--- config.mk ---
export PLATFORM = sky130hd
export DESIGN_NAME = conv2d_pass_scheduler
export DESIGN_NICKNAME = d
export VERILOG_FILES = /design/src/rtl/conv_pkg.sv /design/src/rtl/mem_read_aligner.sv /design/src/rtl/conv2d_pass_scheduler.sv
export SDC_FILE = /design/constraint.sdc
export NUM_CORES = 1
export LEC_CHECK = 0
export CORE_MARGIN = 2
export CORE_UTILIZATION = 43
export CTS_CLUSTER_DIAMETER = 50
export DETAILED_ROUTE_END_ITERATION = 7
export PLACE_DENSITY_LB_ADDON = 0.15
export SETUP_SLACK_MARGIN = 0.3
export SYNTH_ARGS = -nofsm -noshare
export SYNTH_HDL_FRONTEND = slang
export SYNTH_SLANG_ARGS = --single-unit
export TNS_END_PERCENT = 1
--- constraint.sdc ---
create_clock -name clk -period 15.63 [get_ports clk]
set_clock_uncertainty 0.05 [all_clocks]
set_input_delay 4.689 -clock clk [delete_from_list [all_inputs] [get_ports clk]]
set_output_delay 4.689 -clock clk [all_outputs]
set_load 0.02 [all_outputs]
--- src/rtl/conv_pkg.sv ---
// Shared definitions for the conv2d pass scheduler.
//   state_t         : scheduler FSM states
//   KERNEL_TAPS     : kernel words loaded per pass (3x3)
//   ENG_RST_CYCLES  : cycles the engine is held in reset before each pass
//   clogb2()        : ceil(log2(value)), never less than 1, so that
//                     single-entry indices still get a legal width
package conv_pkg;

    typedef enum logic [3:0] {
        IDLE,
        ENG_RST,
        LOAD_K,
        WAIT_K,
        STREAM,
        FLUSH,
        DRAIN,
        NEXT,
        DONE
    } state_t;

    localparam int KERNEL_TAPS    = 9;
    localparam int ENG_RST_CYCLES = 2;

    function automatic int clogb2(input int value);
        int r;
        r = 1;
        while ((1 << r) < value) r++;
        return r;
    endfunction

endpackage

--- src/rtl/mem_read_aligner.sv ---
// Pairs a synchronous-memory read strobe with the data it returns.
// The strobe is delayed one cycle so that valid and data line up.
// A fill request travels the same delay but produces a zero word with
// no memory access, which lets the feature path append padding beats
// directly behind the last real read without a gap or overlap.
//   clk, resetn : clock, asynchronous active-low reset
//   rd_en       : memory read strobe issued this cycle
//   fill        : request a zero beat this cycle (no memory read)
//   rdata       : memory read data, valid one cycle after rd_en
//   valid       : beat strobe, one cycle after rd_en or fill
//   data        : rdata for read beats, zero otherwise
module mem_read_aligner #(
    parameter int DATA_WIDTH = 32
) (
    input  logic                  clk,
    input  logic                  resetn,
    input  logic                  rd_en,
    input  logic                  fill,
    input  logic [DATA_WIDTH-1:0] rdata,
    output logic                  valid,
    output logic [DATA_WIDTH-1:0] data
);

    logic rd_q;
    logic fill_q;

    always_ff @(posedge clk or negedge resetn) begin
        if (!resetn) begin
            rd_q   <= 1'b0;
            fill_q <= 1'b0;
        end else begin
            rd_q   <= rd_en;
            fill_q <= fill;
        end
    end

    assign valid = rd_q | fill_q;
    assign data  = rd_q ? rdata : '0;

endmodule

--- src/rtl/conv2d_pass_scheduler.sv ---
// Walks the 3x3 convolution engine through every (filter, channel) pass
// of one layer: engine reset, kernel load, feature stream, flush tail,
// then waits for the engine to return a full map of results.
//   clk, resetn        : clock, asynchronous active-low reset
//   start / busy / done: layer handshake with the layer controller
//   w_rd_en/w_addr/w_rdata : weight memory read port (1-cycle latency)
//   f_rd_en/f_addr/f_rdata : feature memory read port (1-cycle latency)
//   conv_resetn        : engine reset (low during reset and ENG_RST)
//   load_kernel/kernel/load_kernel_done : engine kernel load interface
//   data_valid_in/data_in : engine pixel stream
//   valid_out_pixel    : engine result strobe
//   out_valid/out_filt/out_ch/out_pix/out_last_ch : result tags for the
//                        downstream channel accumulator
module conv2d_pass_scheduler
    import conv_pkg::*;
#(
    parameter int DATA_WIDTH = 32,
    parameter int WIDTH      = 32,
    parameter int HEIGHT     = 32,
    parameter int NUM_CH     = 3,
    parameter int NUM_FILT   = 8,
    parameter int ADDR_W     = 16
) (
    input  logic                                clk,
    input  logic                                resetn,
    input  logic                                start,
    output logic                                busy,
    output logic                                done,
    output logic                                w_rd_en,
    output logic [ADDR_W-1:0]                   w_addr,
    input  logic [DATA_WIDTH-1:0]               w_rdata,
    output logic                                f_rd_en,
    output logic [ADDR_W-1:0]                   f_addr,
    input  logic [DATA_WIDTH-1:0]               f_rdata,
    output logic                                conv_resetn,
    output logic                                load_kernel,
    output logic [DATA_WIDTH-1:0]               kernel,
    input  logic                                load_kernel_done,
    output logic                                data_valid_in,
    output logic [DATA_WIDTH-1:0]               data_in,
    input  logic                                valid_out_pixel,
    output logic                                out_valid,
    output logic [clogb2(NUM_FILT)-1:0]         out_filt,
    output logic [clogb2(NUM_CH)-1:0]           out_ch,
    output logic [clogb2(WIDTH*HEIGHT)-1:0]     out_pix,
    output logic                                out_last_ch
);

    localparam int WH     = WIDTH * HEIGHT;
    localparam int FILT_W = clogb2(NUM_FILT);
    localparam int CH_W   = clogb2(NUM_CH);
    localparam int PIX_W  = clogb2(WH);
    localparam int RES_W  = clogb2(WH + 1);
    // One sequencing counter is shared by every timed state.
    localparam int CNT_W  = clogb2(WH + WIDTH + KERNEL_TAPS + ENG_RST_CYCLES);

    state_t             state, state_nxt;
    logic [CNT_W-1:0]   cnt, cnt_nxt;
    logic [FILT_W-1:0]  filt, filt_nxt;
    logic [CH_W-1:0]    ch, ch_nxt;
    logic [RES_W-1:0]   res_cnt;
    logic               fill;
    logic               counting;

    // Next-state and per-state strobes.
    always_comb begin
        state_nxt = state;
        cnt_nxt   = cnt + CNT_W'(1);
        filt_nxt  = filt;
        ch_nxt    = ch;
        w_rd_en   = 1'b0;
        f_rd_en   = 1'b0;
        fill      = 1'b0;
        unique case (state)
            IDLE: begin
                cnt_nxt = '0;
                if (start) begin
                    state_nxt = ENG_RST;
                    filt_nxt  = '0;
                    ch_nxt    = '0;
                end
            end
            ENG_RST: begin
                if (cnt == CNT_W'(ENG_RST_CYCLES - 1)) begin
                    state_nxt = LOAD_K;
                    cnt_nxt   = '0;
                end
            end
            LOAD_K: begin
                w_rd_en = 1'b1;
                if (cnt == CNT_W'(KERNEL_TAPS - 1)) begin
                    state_nxt = WAIT_K;
                    cnt_nxt   = '0;
                end
            end
            WAIT_K: begin
                cnt_nxt = '0;
                if (load_kernel_done) state_nxt = STREAM;
            end
            STREAM: begin
                f_rd_en = 1'b1;
                if (cnt == CNT_W'(WH - 1)) begin
                    state_nxt = FLUSH;
                    cnt_nxt   = '0;
                end
            end
            FLUSH: begin
                // WIDTH+1 zero beats push the last row out of the line buffers.
                fill = 1'b1;
                if (cnt == CNT_W'(WIDTH)) begin
                    state_nxt = DRAIN;
                    cnt_nxt   = '0;
                end
            end
            DRAIN: begin
                cnt_nxt = '0;
                if (res_cnt == RES_W'(WH)) state_nxt = NEXT;
            end
            NEXT: begin
                cnt_nxt   = '0;
                state_nxt = ENG_RST;
                if (ch != CH_W'(NUM_CH - 1)) begin
                    ch_nxt = ch + CH_W'(1);
                end else begin
                    ch_nxt = '0;
                    if (filt != FILT_W'(NUM_FILT - 1)) filt_nxt = filt + FILT_W'(1);
                    else                               state_nxt = DONE;
                end
            end
            DONE: begin
                cnt_nxt   = '0;
                state_nxt = IDLE;
            end
            default: begin
                cnt_nxt   = '0;
                state_nxt = IDLE;
            end
        endcase
    end

    always_ff @(posedge clk or negedge resetn) begin
        if (!resetn) begin
            state   <= IDLE;
            cnt     <= '0;
            filt    <= '0;
            ch      <= '0;
            res_cnt <= '0;
        end else begin
            state <= state_nxt;
            cnt   <= cnt_nxt;
            filt  <= filt_nxt;
            ch    <= ch_nxt;
            if (state == ENG_RST)  res_cnt <= '0;
            else if (out_valid)    res_cnt <= res_cnt + RES_W'(1);
        end
    end

    assign w_addr = w_rd_en
        ? ADDR_W'((32'(filt) * 32'(NUM_CH) + 32'(ch)) * 32'(KERNEL_TAPS) + 32'(cnt))
        : '0;
    assign f_addr = f_rd_en ? ADDR_W'(32'(ch) * 32'(WH) + 32'(cnt)) : '0;

    // Index 0 aligns the weight path, index 1 the feature path.
    logic [1:0]                 aln_rd, aln_fill, aln_valid;
    logic [1:0][DATA_WIDTH-1:0] aln_rdata, aln_data;

    assign aln_rd    = {f_rd_en, w_rd_en};
    assign aln_fill  = {fill, 1'b0};
    assign aln_rdata = {f_rdata, w_rdata};

    for (genvar i = 0; i < 2; i++) begin : g_align
        mem_read_aligner #(.DATA_WIDTH(DATA_WIDTH)) u_align (
            .clk    (clk),
            .resetn (resetn),
            .rd_en  (aln_rd[i]),
            .fill   (aln_fill[i]),
            .rdata  (aln_rdata[i]),
            .valid  (aln_valid[i]),
            .data   (aln_data[i])
        );
    end

    assign load_kernel   = aln_valid[0];
    assign kernel        = aln_data[0];
    assign data_valid_in = aln_valid[1];
    assign data_in       = aln_data[1];

    // The engine's own kernel counter and done flag only clear on reset,
    // so it is pulsed at the head of every pass.
    assign conv_resetn = resetn & (state != ENG_RST);

    // Results can start arriving while the map is still streaming, so the
    // window opens at STREAM; anything past a full map is dropped.
    assign counting    = (state == STREAM) || (state == FLUSH) || (state == DRAIN);
    assign out_valid   = valid_out_pixel && counting && (res_cnt < RES_W'(WH));
    assign out_filt    = filt;
    assign out_ch      = ch;
    assign out_pix     = res_cnt[PIX_W-1:0];
    assign out_last_ch = (ch == CH_W'(NUM_CH - 1));

    assign busy = (state != IDLE) && (state != DONE);
    assign done = (state == DONE);

    a_extra_result: assert property (@(posedge clk) disable iff (!resetn)
        (counting && valid_out_pixel) |-> (res_cnt < RES_W'(WH)));

endmodule

### After elaboration in Yosys (flattened, before gate mapping)

Cells that the tools add are included.

* add/sub/neg operators: 7
* $mul: 2
* order comparisons: 1
* eq/ne operators: 27
* multiplexer cells: 31
* bitwise gates (word level): 2
* reduce and logical (&&, ||, !) cells: 12

Operators by type and width (count)
* $mux 11: 6
* $mux 32: 2
* $pmux 11 s4: 1
* $mux 4: 9
* $pmux 4 s8: 1
* $add 11x1->11 const B: 2
* $ne 2x2->1 const B: 10
* $eq 4x3->1 const B: 4
* $add 12x11->13: 1
* $mux 13: 1
* $add 10x11->12: 1
* $mux 12: 1
* $eq 11x1->1 const B: 1
* $eq 11x10->1 const B: 1
* $eq 11x11->1 const B: 1
* $eq 11x4->1 const B: 1
* $eq 11x6->1 const B: 1
* $lt 11x11->1 const B: 1
* $mul 6x4->10 const B: 1
* $mux 3: 3
* $eq 4x2->1 const B: 2
* $reduce_and 7->1: 1
* $add 5x2->6: 1
* $pmux 3 s2: 1
* 21 further kinds: 28

* flip-flop bits (word level): 34
* output and inout port bits: 120
* logic and storage cells: 90

### Logic depth before layout (Yosys ltp)

Gate-level depths: netlist (run 1).

* word-level depth: 7
* depth in mapped cells: 16

### By module

A second synthesis (run 1) with hierarchy kept.

* cells, all modules: 386
* area total of the unflattened synthesis: 3291.9 um^2

By module, submodules not included
* conv2d_pass_scheduler: times used 1, cells each 310, area each 2668.8 um^2, sequential area each 775.7 um^2
* mem_read_aligner: times used 2, cells each 38, area each 311.5 um^2, sequential area each 50.0 um^2

### Least setup slack after synthesis (run 1)

OpenSTA, ideal clock, no wires.

* path type: input to output
* start: input port valid_out_pixel
* end: output port out_valid
* arrival time: 5.300 ns
* required time: 10.891 ns
* setup slack: 5.591 ns
* cell stages on the path: 3
* buffers on the path: 1
* cells stage by stage: and4bb_1 > and2_1 > clkbuf_1

* cells in the longest elaborated chain, start to end: 2

Ends and longest elaborated chain
* from (decl): line conv2d_pass_scheduler.sv:41 `input logic valid_out_pixel,`
* $logic_and 1x1->1 (2 in a row): line conv2d_pass_scheduler.sv:195 `assign out_valid = valid_out_pixel && counting && (res_cnt < RES_W'(WH));`
* to (decl): line conv2d_pass_scheduler.sv:42 `output logic out_valid,`

No other way between the ends.

### Worst setup path after layout (run 1)

* start: input port resetn
* end: output port conv_resetn

* cells in the longest elaborated chain, start to end: 1

Ends and longest elaborated chain
* from (decl): line conv2d_pass_scheduler.sv:25 `input logic resetn,`
* $and 1x1->1: line conv2d_pass_scheduler.sv:190 `assign conv_resetn = resetn & (state != ENG_RST);`
* to (decl): line conv2d_pass_scheduler.sv:35 `output logic conv_resetn,`

No other way between the ends.

==> results by group, run 1 <==
Clock network
  • Post-CTS setup buffer count: 0
  • Worst-path clk slew: 70 ps
  • Clock tree from TritonCTS: built
  • CTS sink cnt: 34
  • Cts hold-fix bufs: 0
  • Clock Latency Late Sink: 290 ps
  • Max clock buf depth: 2
  • Post-CTS Resized: 0
  • H-tree levels: 2
  • TritonCTS Buffers: 5
  • Clk root buf: clkbuf_8

Layout
  • Layout cells sized above 1: 4.98%
  • Area Overhead vs Synth: 55.6%
  • Most frequent cells in the layout: clkdlybuf4s50_1, and2_1, dfrtp_1
  • Nets: 665
  • Commonest non-fill, non-tap cell in the layout: clkdlybuf4s50_1
  • FILL cells: 647
  • Ant. Diodes: 0

Timing
  • Final Max Tran Viols: 0
  • RSZ-0062 raised after global routing: false
  • Worst-Margin Slew: 670 ps
  • Hold Vio Cnt, Final: 0
  • Fmax achieved: 90.3 MHz
  • Tmin final: 11080 ps
  • Period utilisation layout: 70.9%
  • Setup TNS: 0 ps
  • Hold_ws: 505 ps
  • Slew headroom: 55.3%
  • Final setup vio count: 0

Global routing
  • Overall routing resource usage: 22.2%
  • Vias in the first global route: 3115
  • Initial antenna violation count: 0
  • First-pass GRT wire length: 15.5 mm
  • Largest net degree at the start of global routing: 36
  • Grt total ovfl: 0

Synth
  • Main combinational cell family by area after synthesis: simple AND/OR/NAND/NOR gates
  • Synth warn: 0
  • Synthesis-stage register bit count: 34
  • Complex-gate fraction of the synthesized area: 9.06%
  • Post-synth EDFFs: 0
  • Syn Area/Cell: 8.48 um2
  • Seq/Total Area, Yosys: 25.3%
  • Mapped Area: 3370 um2
  • Cell variety after synth: 58
  • Share of flip-flops with an asynchronous set or reset: 100%
  • Mux cell area share after synthesis: 1.49%
  • Ys flop type: dfrtp_1
  • Post-Synth Simple-Gate Area: 35.6%
  • Post-Synth Adder-Cell Area: 14.1%
  • Mapped Cells: 397
  • Post-synthesis xor/xnor area fraction: 4.94%

Critical path
  • CP required: 10890 ps
  • Worst setup SP type: primary input
  • Critical path's most frequent cell: clkdlybuf4s50_1
  • Crit path largest cell delay: 600 ps
  • Crit. End Element: output port
  • Arr. time, crit path: 6340 ps
  • Cell Chain, Critical Path: clkdlybuf4s50_1, buf_4, nor2b_1, clkdlybuf4s50_1
  • Crit path max fanout: 35
  • Crit Path Class: in -> out
  • Slowest CP cell: clkdlybuf4s50_1

Floorplan
  • Starting Density: 44.0%
  • Ports: 189
  • Die H: 92.5 um
  • Core area: 7650 um2
  • Die Width: 92.5 um
  • Row cnt: 32
  • Die area: 8560 um2

Outcome
  • Status: complete, no violations

Pwr
  • PwrDens: 108 nW/um2
  • Cell-internal power: 0.308 mW
  • Seq pwr share: 25.2%
  • Leakage: 2.25 nW
  • Clk network pwr share: 12.1%
  • Switching pwr: 0.259 mW
  • Maximum VDD drop: 107 uV
  • Switching part of the total power: 45.6%
  • Total Power: 0.567 mW
  • Logic pwr share: 62.7%

Route
  • Vias per inst: 4.89
  • DRC: 0
  • Vias: 3244
  • Avg WL per Cell: 14.2 um
  • Initial DRC count: 92
  • Final WL: 9.46 mm
  • Pre-Repair DR Iteration Count: 4
  • Post-DRT Antenna Nets: 0

Worst hold path
  • Hold crit path type: reg -> reg

Place
  • Gpl congestion: 0.830
  • IO buf count: 181
  • Detailed Place HPWL: 7.58 mm

Run
  • Max Cap Violations: 0
[kinds of logic (layout without fill, tap and decap cells)]
kind of cell             after synthesis  count (layout)
AO/OA/AOI/OAI                         45              45
other                                  1               7
buffers and inverters                 59             218
adder cells (fa/ha/maj)               35              35
flip-flops                            34              34
XOR/XNOR                              19              19
multiplexers                           5               5
AND/OR/NAND/NOR                      199             199
[per-stage QoR]
stage,util (%),setup WS [ps],instance area (um2),std cells
after floorplan,-,5590,3390,403
after global placement,67.3,4530,5150,656
after detailed placement,67.3,4520,5150,656
after global routing,68.5,4440,5240,664
after CTS,68.5,4520,5240,664
final,68.5,4550,5240,664
[layout make-up]
class	count	area, um2	area share, %
multi-input cells	310	2220	42.4
flip-flops and latches	34	851	16.2
repair buffers	184	1830	35.0
inverters	26	110	2.10
well taps	102	128	2.43
clock buffers	6	82.6	1.58
clock inverters	2	12.5	0.239
[power groups by stage]
stage	Combinational [mW]	Clock [mW]	Sequential, mW
global placement	0.351	0	0.144
CTS	0.359	0.0701	0.143
finish	0.356	0.0687	0.143
detailed placement	0.357	0	0.144
floorplan	0.238	0	0.126
global route	0.385	0.0742	0.150
[cell usage after synthesis, types with 3 or more instances]
cell / n / area [um2]
a21o_1: 4 / 30.0
a21oi_1: 10 / 50.1
and2_1: 81 / 507
and3_1: 4 / 25.0
buf_4: 17 / 128
clkbuf_1: 14 / 52.6
dfrtp_1: 34 / 851
fa_1: 5 / 100
ha_1: 30 / 375
inv_1: 25 / 93.8
mux2i_1: 5 / 50.1
nand2_1: 17 / 63.8
nand2b_1: 3 / 18.8
nand3_1: 15 / 75.1
nand4_1: 5 / 31.3
nor2_1: 28 / 105
nor2_4: 7 / 78.8
nor2b_1: 5 / 31.3
nor3_1: 8 / 40.0
nor3b_1: 3 / 22.5
nor4_1: 3 / 18.8
o21ai_0: 10 / 50.1
o21ai_1: 3 / 15.0
or3_1: 4 / 25.0
xnor2_1: 12 / 105
xor2_1: 7 / 61.3
[routing by layer]
layer / GRT usage, % / vias to the layer above / wire (um)
met3: 2.85 / 14 / 414
li1: - / 1623 / -
met2: 39.3 / 94 / 4860
met5: 0 / - / 0
met4: 6.72 / 0 / 170
met1: 28.1 / 1513 / 4020
[worst paths after layout]
check	end	cells past startpoint	slack [ps]	from
max	conv_resetn	4	4550	resetn
max reg2reg	state[0]	5	13260	state[0]
min	res_cnt[10]	2	500	res_cnt[10]
min in group asynchronous	out_ch[0]	2	4750	resetn
max in group asynchronous	res_cnt[10]	2	10460	resetn
min reg2reg	res_cnt[10]	2	500	res_cnt[10]
[flip-flops by register name (all words and copies together), names as in the netlist]
register                flops
cnt                        11
g_align.u_align.fill_q      1
g_align.u_align.rd_q        2
out_ch                      2
out_filt                    3
res_cnt                    11
state                       4
[critical path: cells and delay by family]
kind	cells	cell delay [ps]
AND/OR/NAND/NOR	1	190
buffers and inverters	3	1430
Power figures use the tool's default switching activity.
==> run 2: changes to the inputs <==
- CORE_UTILIZATION: 43 -> 36
- clock period: 15.63 -> 9.7 ns (I/O delays scaled with it)
==> run 2 against run 1 <==
  * Via count decreased by 2.2%
  * Sequential cell count unchanged
  * First-iteration DRC count decreased by 6.5%
  * Highest routed layer unchanged
  * Wire length increased by 2.5%
  * Sequential power increased by 61%
  * Clock power increased by 57%
  * Die area increased by 19%
==> results by group, run 2 (same netlist as run 1, synthesis figures left out) <==
Pwr
  • Logic pwr share: 62.9% (+0.2 points)
  • Maximum VDD drop: 135 uV (+27%)
  • Seq pwr share: 25.2% (about the same)
  • Switching part of the total power: 45.4% (-0.23 points)
  • Leakage: 2.25 nW (about the same)
  • PwrDens: 174 nW/um2 (+60%)
  • Clk network pwr share: 11.9% (-0.2 points)
  • Cell-internal power: 0.498 mW (+61%)
  • Switching pwr: 0.414 mW (+60%)

Route
  • Vias: 3173 (-2.2%)
  • Vias per inst: 4.71 (-3.5%)
  • Initial DRC count: 86 (-6.5%)
  • Pre-Repair DR Iteration Count: 4 (unchanged)
  • DRC: 0 (unchanged)
  • Post-DRT Antenna Nets: 0 (unchanged)
  • Avg WL per Cell: 14.4 um (+1.1%)
  • Final WL: 9.69 mm (+2.5%)

Timing
  • Worst-Margin Slew: 677 ps (+6.93 ps)
  • RSZ-0062 raised after global routing: false
  • Final Max Tran Viols: 0 (unchanged)
  • Final setup vio count: 0 (unchanged)
  • Tmin final: 7590 ps
  • Setup TNS: 0 ps (unchanged)
  • Hold Vio Cnt, Final: 0 (unchanged)
  • Slew headroom: 54.9% (-0.46 points)
  • Fmax achieved: 132 MHz
  • Period utilisation layout: 78.2%

Run
  • Max Cap Violations: 0 (unchanged)

Critical path
  • Buf/Inv on CP: 1 (-2)
  • Crit. End Element: output port
  • Slowest CP cell: clkdlybuf4s50_1
  • Worst R2R Start: state[3]
  • CP required: 6740 ps (-4150 ps)
  • R2R setup slack: 7370 ps (-5890 ps)
  • Worst setup SP type: flip-flop
  • Crit Path Class: reg -> out
  • CP startpoint: out_ch[1]
  • Crit path max fanout: 7 (-80%)
  • Arr. time, crit path: 4630 ps (-1710 ps)
  • Crit path largest cell delay: 630 ps (+30 ps)
  • Cell Chain, Critical Path: fa_1, ha_1, fa_1, xor2_1, ha_1, fa_1, ha_1, o21ai_0, o21a_1, o21ba_2, o22ai_1, mux2i_1, clkdlybuf4s50_1
  • Worst path top cell family by delay: adder cells

Floorplan
  • Die H: 101 um (+8.9%)
  • Die Width: 101 um (+8.9%)
  • Die area: 10100 um2 (+19%)
  • Row cnt: 35 (+9.4%)
  • Ports: 189 (unchanged)
  • Core area: 9150 um2 (+20%)
  • Starting Density: 36.8% (-7.2 points)

Layout
  • Top Registers: cnt: 11 flops, res_cnt: 11 flops, state: 4 flops
  • Commonest non-fill, non-tap cell in the layout: clkdlybuf4s50_1
  • Most frequent cells in the layout: clkdlybuf4s50_1, and2_1, dfrtp_1
  • Layout cells sized above 1: 4.80% (-0.18 points)
  • Ant. Diodes: 0 (unchanged)
  • Nets: 665 (unchanged)
  • Post-route insts no fill: 673 (+1.4%)
  • FILL cells: 868 (+34%)
  • Area Overhead vs Synth: 55.8%

Worst hold path
  • Worst Hold Launch: res_cnt[10]
  • Hold crit path type: reg -> reg

Clock network
  • H-tree levels: 2 (unchanged)
  • Max clock buf depth: 2 (unchanged)
  • CTS sink cnt: 34 (unchanged)
  • Clk root buf: clkbuf_8
  • Post-CTS Resized: 0 (unchanged)
  • Clock tree from TritonCTS: built
  • Cts hold-fix bufs: 0 (unchanged)
  • Clock Latency Late Sink: 290 ps (about the same)
  • Worst-path clk slew: 70 ps (about the same)
  • Post-CTS setup buffer count: 0 (unchanged)
  • TritonCTS Buffers: 5 (unchanged)

Global routing
  • Vias in the first global route: 3052 (-2.0%)
  • Initial antenna violation count: 0 (unchanged)
  • Overall routing resource usage: 18.6% (-3.6 points)
  • Largest net degree at the start of global routing: 36 (unchanged)
  • First-pass GRT wire length: 15.3 mm (-1.7%)
  • Grt total ovfl: 0 (unchanged)

Place
  • Detailed Place HPWL: 7.80 mm (+2.9%)
  • Placed cells: 665 (+1.4%)
  • Gpl congestion: 0.783 (-5.7%)
  • IO buf count: 181 (unchanged)

Outcome
  • Status: complete, no violations
## run 2: area by class of cell
type	instances	area, um2	area share [%]
multi-input cells	310	2220	42.4
inverters	26	110	2.10
clock inverters	1	5.00	0.0954
flip-flops and latches	34	851	16.2
repair buffers	184	1830	34.9
clock buffers	7	86.3	1.64
well taps	111	139	2.65
## run 2: worst min-delay path, stage by stage, from the launching register on
cell and delay [ps]:
dfrtp_1 370, a41oi_1 50, nor2_1 80
## run 2: metrics by stage
| step | instance area, um2 | worst slack (ps) | util [%] | power [mW] | hold slack, ps |
|---|---|---|---|---|---|
| final | 5250 | 2110 | 57.3 | 0.911 | 493 |
| after global routing | 5250 | 1820 | 57.3 | 0.982 | 541 |
| after CTS | 5250 | 2110 | 57.3 | 0.923 | 504 |
| after detailed placement | 5160 | 2150 | 56.4 | 0.808 | 482 |
| after global placement | 5160 | 2150 | 56.4 | 0.801 | 490 |
| after floorplan | 3390 | 2900 | - | 0.587 | 430 |
## run 2: path summary, 6_finish.rpt
check	to	cells after the start
setup / recovery	w_addr[10]	13
hold / removal	res_cnt[10]	2
setup reg to reg	state[0]	5
hold reg to reg	res_cnt[10]	2
max in group asynchronous	cnt[0]	2
min in group asynchronous	out_ch[1]	2
## run 2: layer usage
layer  wire (um)  vias up  global-route usage [%]
li1            -     1634                       -
met1        4200     1461                    23.7
met2        4980       70                    33.2
met3         416        8                    2.91
met4          89        0                    4.00
met5           0        -                       0
## run 2: power groups by stage
stage               sequential (mW)  clock, mW  combinational [mW]
finish                        0.230      0.108               0.573
global route                  0.241      0.119               0.623
CTS                           0.230      0.112               0.582
detailed placement            0.232          0               0.576
global placement              0.231          0               0.570
floorplan                     0.204          0               0.384
==> run 3: changes to the inputs <==
- CORE_UTILIZATION: 36 -> 40
- clock period: 9.7 -> 7 ns (I/O delays scaled with it)
==> run 3 against run 2 <==
  * Die area shrank 9.6%
  * Sequential power rose by 39%
  * Sequential cell count did not move
  * Count of clock-buffer cells in the layout down 2
  * First-iteration DRC count is 3.5% lower
  * Hold slack improved by 1.4 ps
  * Sequential share of layout area shrank 0.12 points
  * Via count grew 2.3%
  * Cell area up 0.72%
  * Setup slack lost 1800 ps
  * Wire length rose by 5.8%
  * Critical path type unchanged
  * Highest routed layer unchanged
==> results by group, run 3 (same netlist as run 1, synthesis figures left out) <==
Critical path
  • Cell Chain, Critical Path: fa_1, ha_1, a21o_1, a21o_1, ha_1, fa_1, ha_1, and3_1, a211o_1, nand3_1, nor3b_1, clkdlybuf4s50_1
  • Critical path's most frequent cell: ha_1
  • Crit path largest cell delay: 630 ps (about the same)
  • Worst setup SP type: flip-flop
  • Slowest CP cell: clkdlybuf4s50_1
  • CP required: 4850 ps (-1890 ps)
  • Crit Path Class: reg -> out
  • Buf/Inv on CP: 1 (unchanged)
  • Worst path top cell family by delay: adder cells
  • Crit path max fanout: 5 (-2)
  • Arr. time, crit path: 4520 ps (-110 ps)
  • Crit. End Element: output port

Floorplan
  • Die area: 9170 um2 (-9.6%)
  • Row cnt: 33 (-5.7%)
  • Die H: 95.8 um (-4.9%)
  • Starting Density: 41.2% (+4.4 points)
  • Die Width: 95.8 um (-4.9%)
  • Ports: 189 (unchanged)
  • Core area: 8180 um2 (-11%)

Place
  • Detailed Place HPWL: 8.31 mm (+6.5%)
  • Gpl congestion: 0.855 (+9.2%)
  • Place WS: 564 ps (-1590 ps)
  • IO buf count: 181 (unchanged)

Pwr
  • Maximum VDD drop: 183 uV (+35%)
  • Leakage: 2.29 nW (+1.8%)
  • PwrDens: 254 nW/um2 (+46%)

Clock network
  • H-tree levels: 2 (unchanged)
  • TritonCTS Buffers: 5 (unchanged)
  • Post-CTS setup buffer count: 0 (unchanged)
  • Clock Latency Late Sink: 290 ps (about the same)
  • Worst-path clk slew: 90 ps (+20 ps)
  • Cts hold-fix bufs: 0 (unchanged)
  • CTS sink cnt: 34 (unchanged)
  • Clk root buf: clkbuf_8
  • Clock tree from TritonCTS: built
  • Max clock buf depth: 2 (unchanged)

Run
  • Max Cap Violations: 0 (unchanged)

Timing
  • Hold Vio Cnt, Final: 0 (unchanged)
  • Final Max Tran Viols: 0 (unchanged)
  • Tmin final: 6670 ps
  • Slew headroom: 38.0% (-17 points)
  • Final WS setup: 329 ps (-1790 ps)
  • Setup TNS: 0 ps (unchanged)
  • Final setup vio count: 0 (unchanged)
  • RSZ-0062 raised after global routing: true
  • Fmax achieved: 150 MHz
  • Worst-Margin Slew: 926 ps (+249 ps)
  • Period utilisation layout: 95.3%

Layout
  • Most frequent cells in the layout: clkdlybuf4s50_1, and2_1, dfrtp_1
  • Area Overhead vs Synth: 56.9%
  • Ant. Diodes: 0 (unchanged)
  • Layout cells sized above 1: 4.99% (+0.19 points)
  • Commonest non-fill, non-tap cell in the layout: clkdlybuf4s50_1
  • Nets: 664 (-0.15%)
  • Top Registers: cnt: 11 flops, res_cnt: 11 flops, state: 4 flops
  • Final core occ: 64.7% (+7.3 points)
  • FILL cells: 697 (-20%)

Global routing
  • Largest net degree at the start of global routing: 35 (-2.8%)
  • Initial antenna violation count: 0 (unchanged)
  • Grt total ovfl: 0 (unchanged)
  • Routing usage on met3: 4.23% (+1.3 points)
  • Overall routing resource usage: 21.2% (+2.6 points)
  • Vias in the first global route: 2895 (-5.1%)
  • First-pass GRT wire length: 15.2 mm (-0.63%)
  • Met1 global-route usage: 28.4% (+4.7 points)
  • Met2 Use GR: 35.6% (+2.4 points)
  • GRT busiest layer: met2

Route
  • Avg WL per Cell: 15.4 um (+6.9%)
  • Post-DRT Antenna Nets: 0 (unchanged)
  • Pre-Repair DR Iteration Count: 4 (unchanged)
  • Final WL: 10.3 mm (+5.8%)
  • Vias: 3246 (+2.3%)
  • Initial DRC count: 83 (-3.5%)
  • Vias per inst: 4.87 (+3.4%)
  • DRC: 0 (unchanged)

Outcome
  • Status: complete, no violations

Worst hold path
  • Hold crit path type: reg -> reg
-- run 3: path summary, 6_finish.rpt --
check / cells after the start / startpoint / slack (ps) / endpoint
hold reg to reg: 2 / res_cnt[10] / 490 / res_cnt[10]
max in group asynchronous: 2 / resetn / 4350 / cnt[4]
setup reg to reg: 5 / state[2] / 4450 / cnt[1]
min in group asynchronous: 2 / resetn / 2230 / res_cnt[6]
hold / removal: 2 / res_cnt[10] / 490 / res_cnt[10]
setup / recovery: 12 / out_filt[0] / 330 / w_addr[9]
-- run 3: power by group --
part | total [mW] | switching (mW) | leakage (nW) | internal (mW)
logic | 0.800 | 0.420 | 1.76 | 0.381
clock network | 0.222 | 0.0797 | 0.0683 | 0.143
registers | 0.319 | 0.0913 | 0.464 | 0.228
-- run 3: area by class of cell --
type / count / area, um2 / share of cell area [%]
clock inverter: 3 / 68.8 / 1.30
multi-input combinational: 310 / 2230 / 42.2
sequential: 34 / 851 / 16.1
timing repair buffer: 183 / 1830 / 34.6
tap: 105 / 131 / 2.49
inverter: 26 / 110 / 2.08
clock buffer: 5 / 68.8 / 1.30
-- run 3: timing repair --
item	in CTS	in global routing
setup endpoints to repair	2	3
pin swaps	0	0
resized for setup	1	1
-- run 3: worst reg2reg max path, delay by kind of cell, from the launching register on --
kind | cells | cell delay, ps
AND/OR/NAND/NOR | 4 | 1520
flip-flops | 1 | 600
AO/OA/AOI/OAI | 1 | 320
-- run 3: metrics by stage --
stage	area, um2	power, mW	hold WS [ps]	std cells
after floorplan	3390	0.814	430	403
after global placement	5150	1.12	462	658
after detailed placement	5150	1.13	469	658
after CTS	5280	1.35	497	666
after global routing	5290	1.44	562	666
final	5290	1.34	494	666
-- run 3: metal layers --
layer | share of wire [%] | vias to the layer above | routed length [um]
li1 | - | 1626 | -
met1 | 41 | 1501 | 4240
met2 | 49 | 113 | 5060
met3 | 8.5 | 6 | 868
met4 | 0.81 | 0 | 83
met5 | 0 | - | 0
==> variant (settings of run 3) <==
Set the parameter `ADDR_W` to 17 (it was 16).
--- a/src/rtl/conv2d_pass_scheduler.sv
+++ b/src/rtl/conv2d_pass_scheduler.sv
@@ -20,5 +20,5 @@
     parameter int NUM_CH     = 3,
     parameter int NUM_FILT   = 8,
-    parameter int ADDR_W     = 16
+    parameter int ADDR_W     = 17
 ) (
     input  logic                                clk,
Ports: changed (resized f_addr and w_addr); port bits go from 189 to 191. The function was not compared with the original's and may differ.
==> variant against run 3 <==
  * Sequential power is essentially flat
  * Routed wire length down 5.8%
  * Sequential cell count unchanged
  * Clock power down 17%
  * Synthesized cell count up 0.50%
  * Synthesized area rose by 0.45%
  * Count of clock-buffer cells in the layout is 1 higher
  * Total power fell by 3.0%
  * Combinational power about the same
  * Sequential share of layout area increased by 0.066 points
  * Cell area decreased by 0.26%
  * Critical path depth stayed put
  * Setup slack better by 0.0070 ns
  * Cell count up 0.30%
  * Largest cell class unchanged
  * Largest power group unchanged
==> variant: results (changes against run 3) <==
[metrics] # diodes: 0 (unchanged)
[metrics] FFs w/ async S/R, synth: 100% (unchanged)
[metrics] result of the run: finished clean (unchanged)
[metrics] Post-synth EDFFs: 0 (unchanged)
[metrics] ys flop type: dfrtp_1 (unchanged)
[metrics] number of optimization iterations in the first detailed-route pass: 4 (unchanged)
[metrics] total number of vias: 3230 (was 3246)
[metrics] Total GRT Usage: 20.4% (was 21.2%)
[metrics] via count of the first global-routing pass: 2947 (was 2895)
[metrics] crit-path leading delay family: adder cells (unchanged)
[metrics] maximum net fanout on the critical path: 5 (unchanged)
[metrics] post-CTS setup buffer count: 0 (unchanged)
[metrics] DP Wirelength: 7.79 mm (was 8.31 mm)
[metrics] Critical Path Max Stage Delay: 0.64 ns
[metrics] leakage power: 2.29 nW (about the same)
[metrics] Post-layout nets: 667 (was 664)
[metrics] DR iter-0 viols: 120 (was 83)
[metrics] type of the worst min-delay path: flip-flop to flip-flop (unchanged)
[metrics] portion of the post-synthesis area used by sequential elements: 25.1% (was 25.3%)
[metrics] endpoints failing setup: 0 (unchanged)
[metrics] buffer levels on the longest clock path: 2 (unchanged)
[metrics] clock insertion delay at the later pin of the skew report: 0.28 ns
[metrics] CTS clock-pin slew for the worst setup and hold paths: 0.07 ns (was 0.09 ns)
[metrics] antenna violations before repair: 0 (unchanged)
[metrics] commonest cells in the synthesized netlist: 81 x and2_1, 34 x dfrtp_1, 30 x ha_1 (unchanged)
[metrics] registers with the highest flip-flop counts: cnt: 11 flops, res_cnt: 11 flops, state: 4 flops (unchanged)
[metrics] peak ir drop on the vdd network: 0.000193 V (was 0.000183 V)
[metrics] total of buffers placed on input and output ports: 181 (unchanged)
[metrics] distinct cell type count of the synthesized netlist: 58 (unchanged)
[metrics] H-tree level count: 2 (unchanged)
[metrics] Worst Tran Pin Value: 0.688 ns (was 0.926 ns)
[metrics] YS warnings: 0 (unchanged)
[metrics] most frequent cell after synthesis: and2_1 (unchanged)
[metrics] # DRC: 0 (unchanged)
[metrics] critical path's slowest cell: clkdlybuf4s50_1 (unchanged)
[metrics] CTS root buffer: clkbuf_8 (unchanged)
[metrics] internal cell power: 0.000724 W (was 0.000751 W)
[metrics] largest net degree at the start of global routing: 35 (unchanged)
[metrics] top post-synthesis cells by area: dfrtp_1 25%, and2_1 15%, ha_1 11% (unchanged)
[metrics] total wirelength of the detailed-routed design: 9.65 mm (was 10.3 mm)
[metrics] wire length of the first global-routing pass: 14.8 mm (was 15.2 mm)
[metrics] number of buffers created by CTS: 5 (unchanged)
[metrics] last weighted congestion value of the routability-driven placer: 0.848 (was 0.855)
[metrics] data arrival at the endpoint of the critical path: 4.51 ns (was 4.52 ns)
[metrics] ratio of cells with drive above 1 in the final layout: 4.97% (was 4.99%)
==> variant: repair_timing <==
item	4_1_cts	5_1_grt
hold endpoints to repair	0	0
setup endpoints to repair	2	5
gates resized for setup	2	1
hold buffers	0	0
==> variant: logic make-up (layout without fill, tap and decap cells) <==
| kind of cell | count (synthesis) | after routing | synth area share, % |
|---|---|---|---|
| XOR/XNOR | 19 | 19 | 4.92 |
| adder cells (fa/ha/maj) | 35 | 35 | 14.1 |
| buffers and inverters | 61 | 217 | 9.80 |
| flip-flops | 34 | 34 | 25.1 |
| multiplexers | 5 | 5 | 1.48 |
| AND/OR/NAND/NOR | 199 | 199 | 35.5 |
| AO/OA/AOI/OAI | 45 | 45 | 9.02 |
| other | 1 | 9 | 0.111 |
==> variant: layout make-up <==
class | count | area [um2]
Clock buffer | 6 | 82.6
Clock inverter | 1 | 30.0
Fill cell | 709 | 2940
Inverter | 26 | 110
Multi-Input combinational cell | 312 | 2230
Sequential cell | 34 | 852
Tap cell | 105 | 131
Timing Repair Buffer | 184 | 1840
==> variant: power by group through the flow <==
stage               clock [W]  sequential [W]  combinational, W
global route         0.000196        0.000334          0.000870
finish               0.000184        0.000320          0.000799
CTS                  0.000190        0.000320          0.000807
global placement            0        0.000318          0.000796
detailed placement          0        0.000323          0.000802
floorplan                   0        0.000282          0.000533
==> variant: final timing paths <==
kind                                          from                       to  slack (ns)  depth (start not counted)
setup reg to reg              state[0]$_DFFE_PN0P_     state[0]$_DFFE_PN0P_        4.61                          5
max in group asynchronous                   resetn    out_ch[1]$_DFFE_PN0P_        4.33                          2
hold / removal             res_cnt[10]$_DFFE_PN0P_  res_cnt[10]$_DFFE_PN0P_        0.52                          2
setup / recovery           out_filt[0]$_DFFE_PN0P_                w_addr[9]        0.34                         12
min in group asynchronous                   resetn     state[3]$_DFFE_PN0P_        2.24                          2
hold reg to reg            res_cnt[10]$_DFFE_PN0P_  res_cnt[10]$_DFFE_PN0P_        0.52                          2
==> variant: stage by stage <==
stage,setup WS [ns],hold WS [ns],instance area [um2],std cells
floorplan,1.01,0.430,3410,407
global placement,0.656,0.474,5160,661
detailed placement,0.555,0.498,5160,661
CTS,0.241,0.521,5270,668
global route,0.134,0.550,5270,668
finish,0.336,0.520,5270,668
==> variant: per-layer routing <==
layer / vias up / part of all wire (%) / track usage [%]
li1: 1625 / - / -
met2: 88 / 50 / 34.9
met1: 1510 / 44 / 27.5
met3: 7 / 5.0 / 2.82
met5: - / 0 / 0
met4: 0 / 0.62 / 4.64
==> variant: worst reg2reg max path, stage by stage (launching register included) <==
cell and delay (ns):
dfrtp_1 0.54, or4b_1 0.85, o21ai_1 0.26, a2bb2oi_1 0.33, o21bai_1 0.11, nor2b_1 0.13
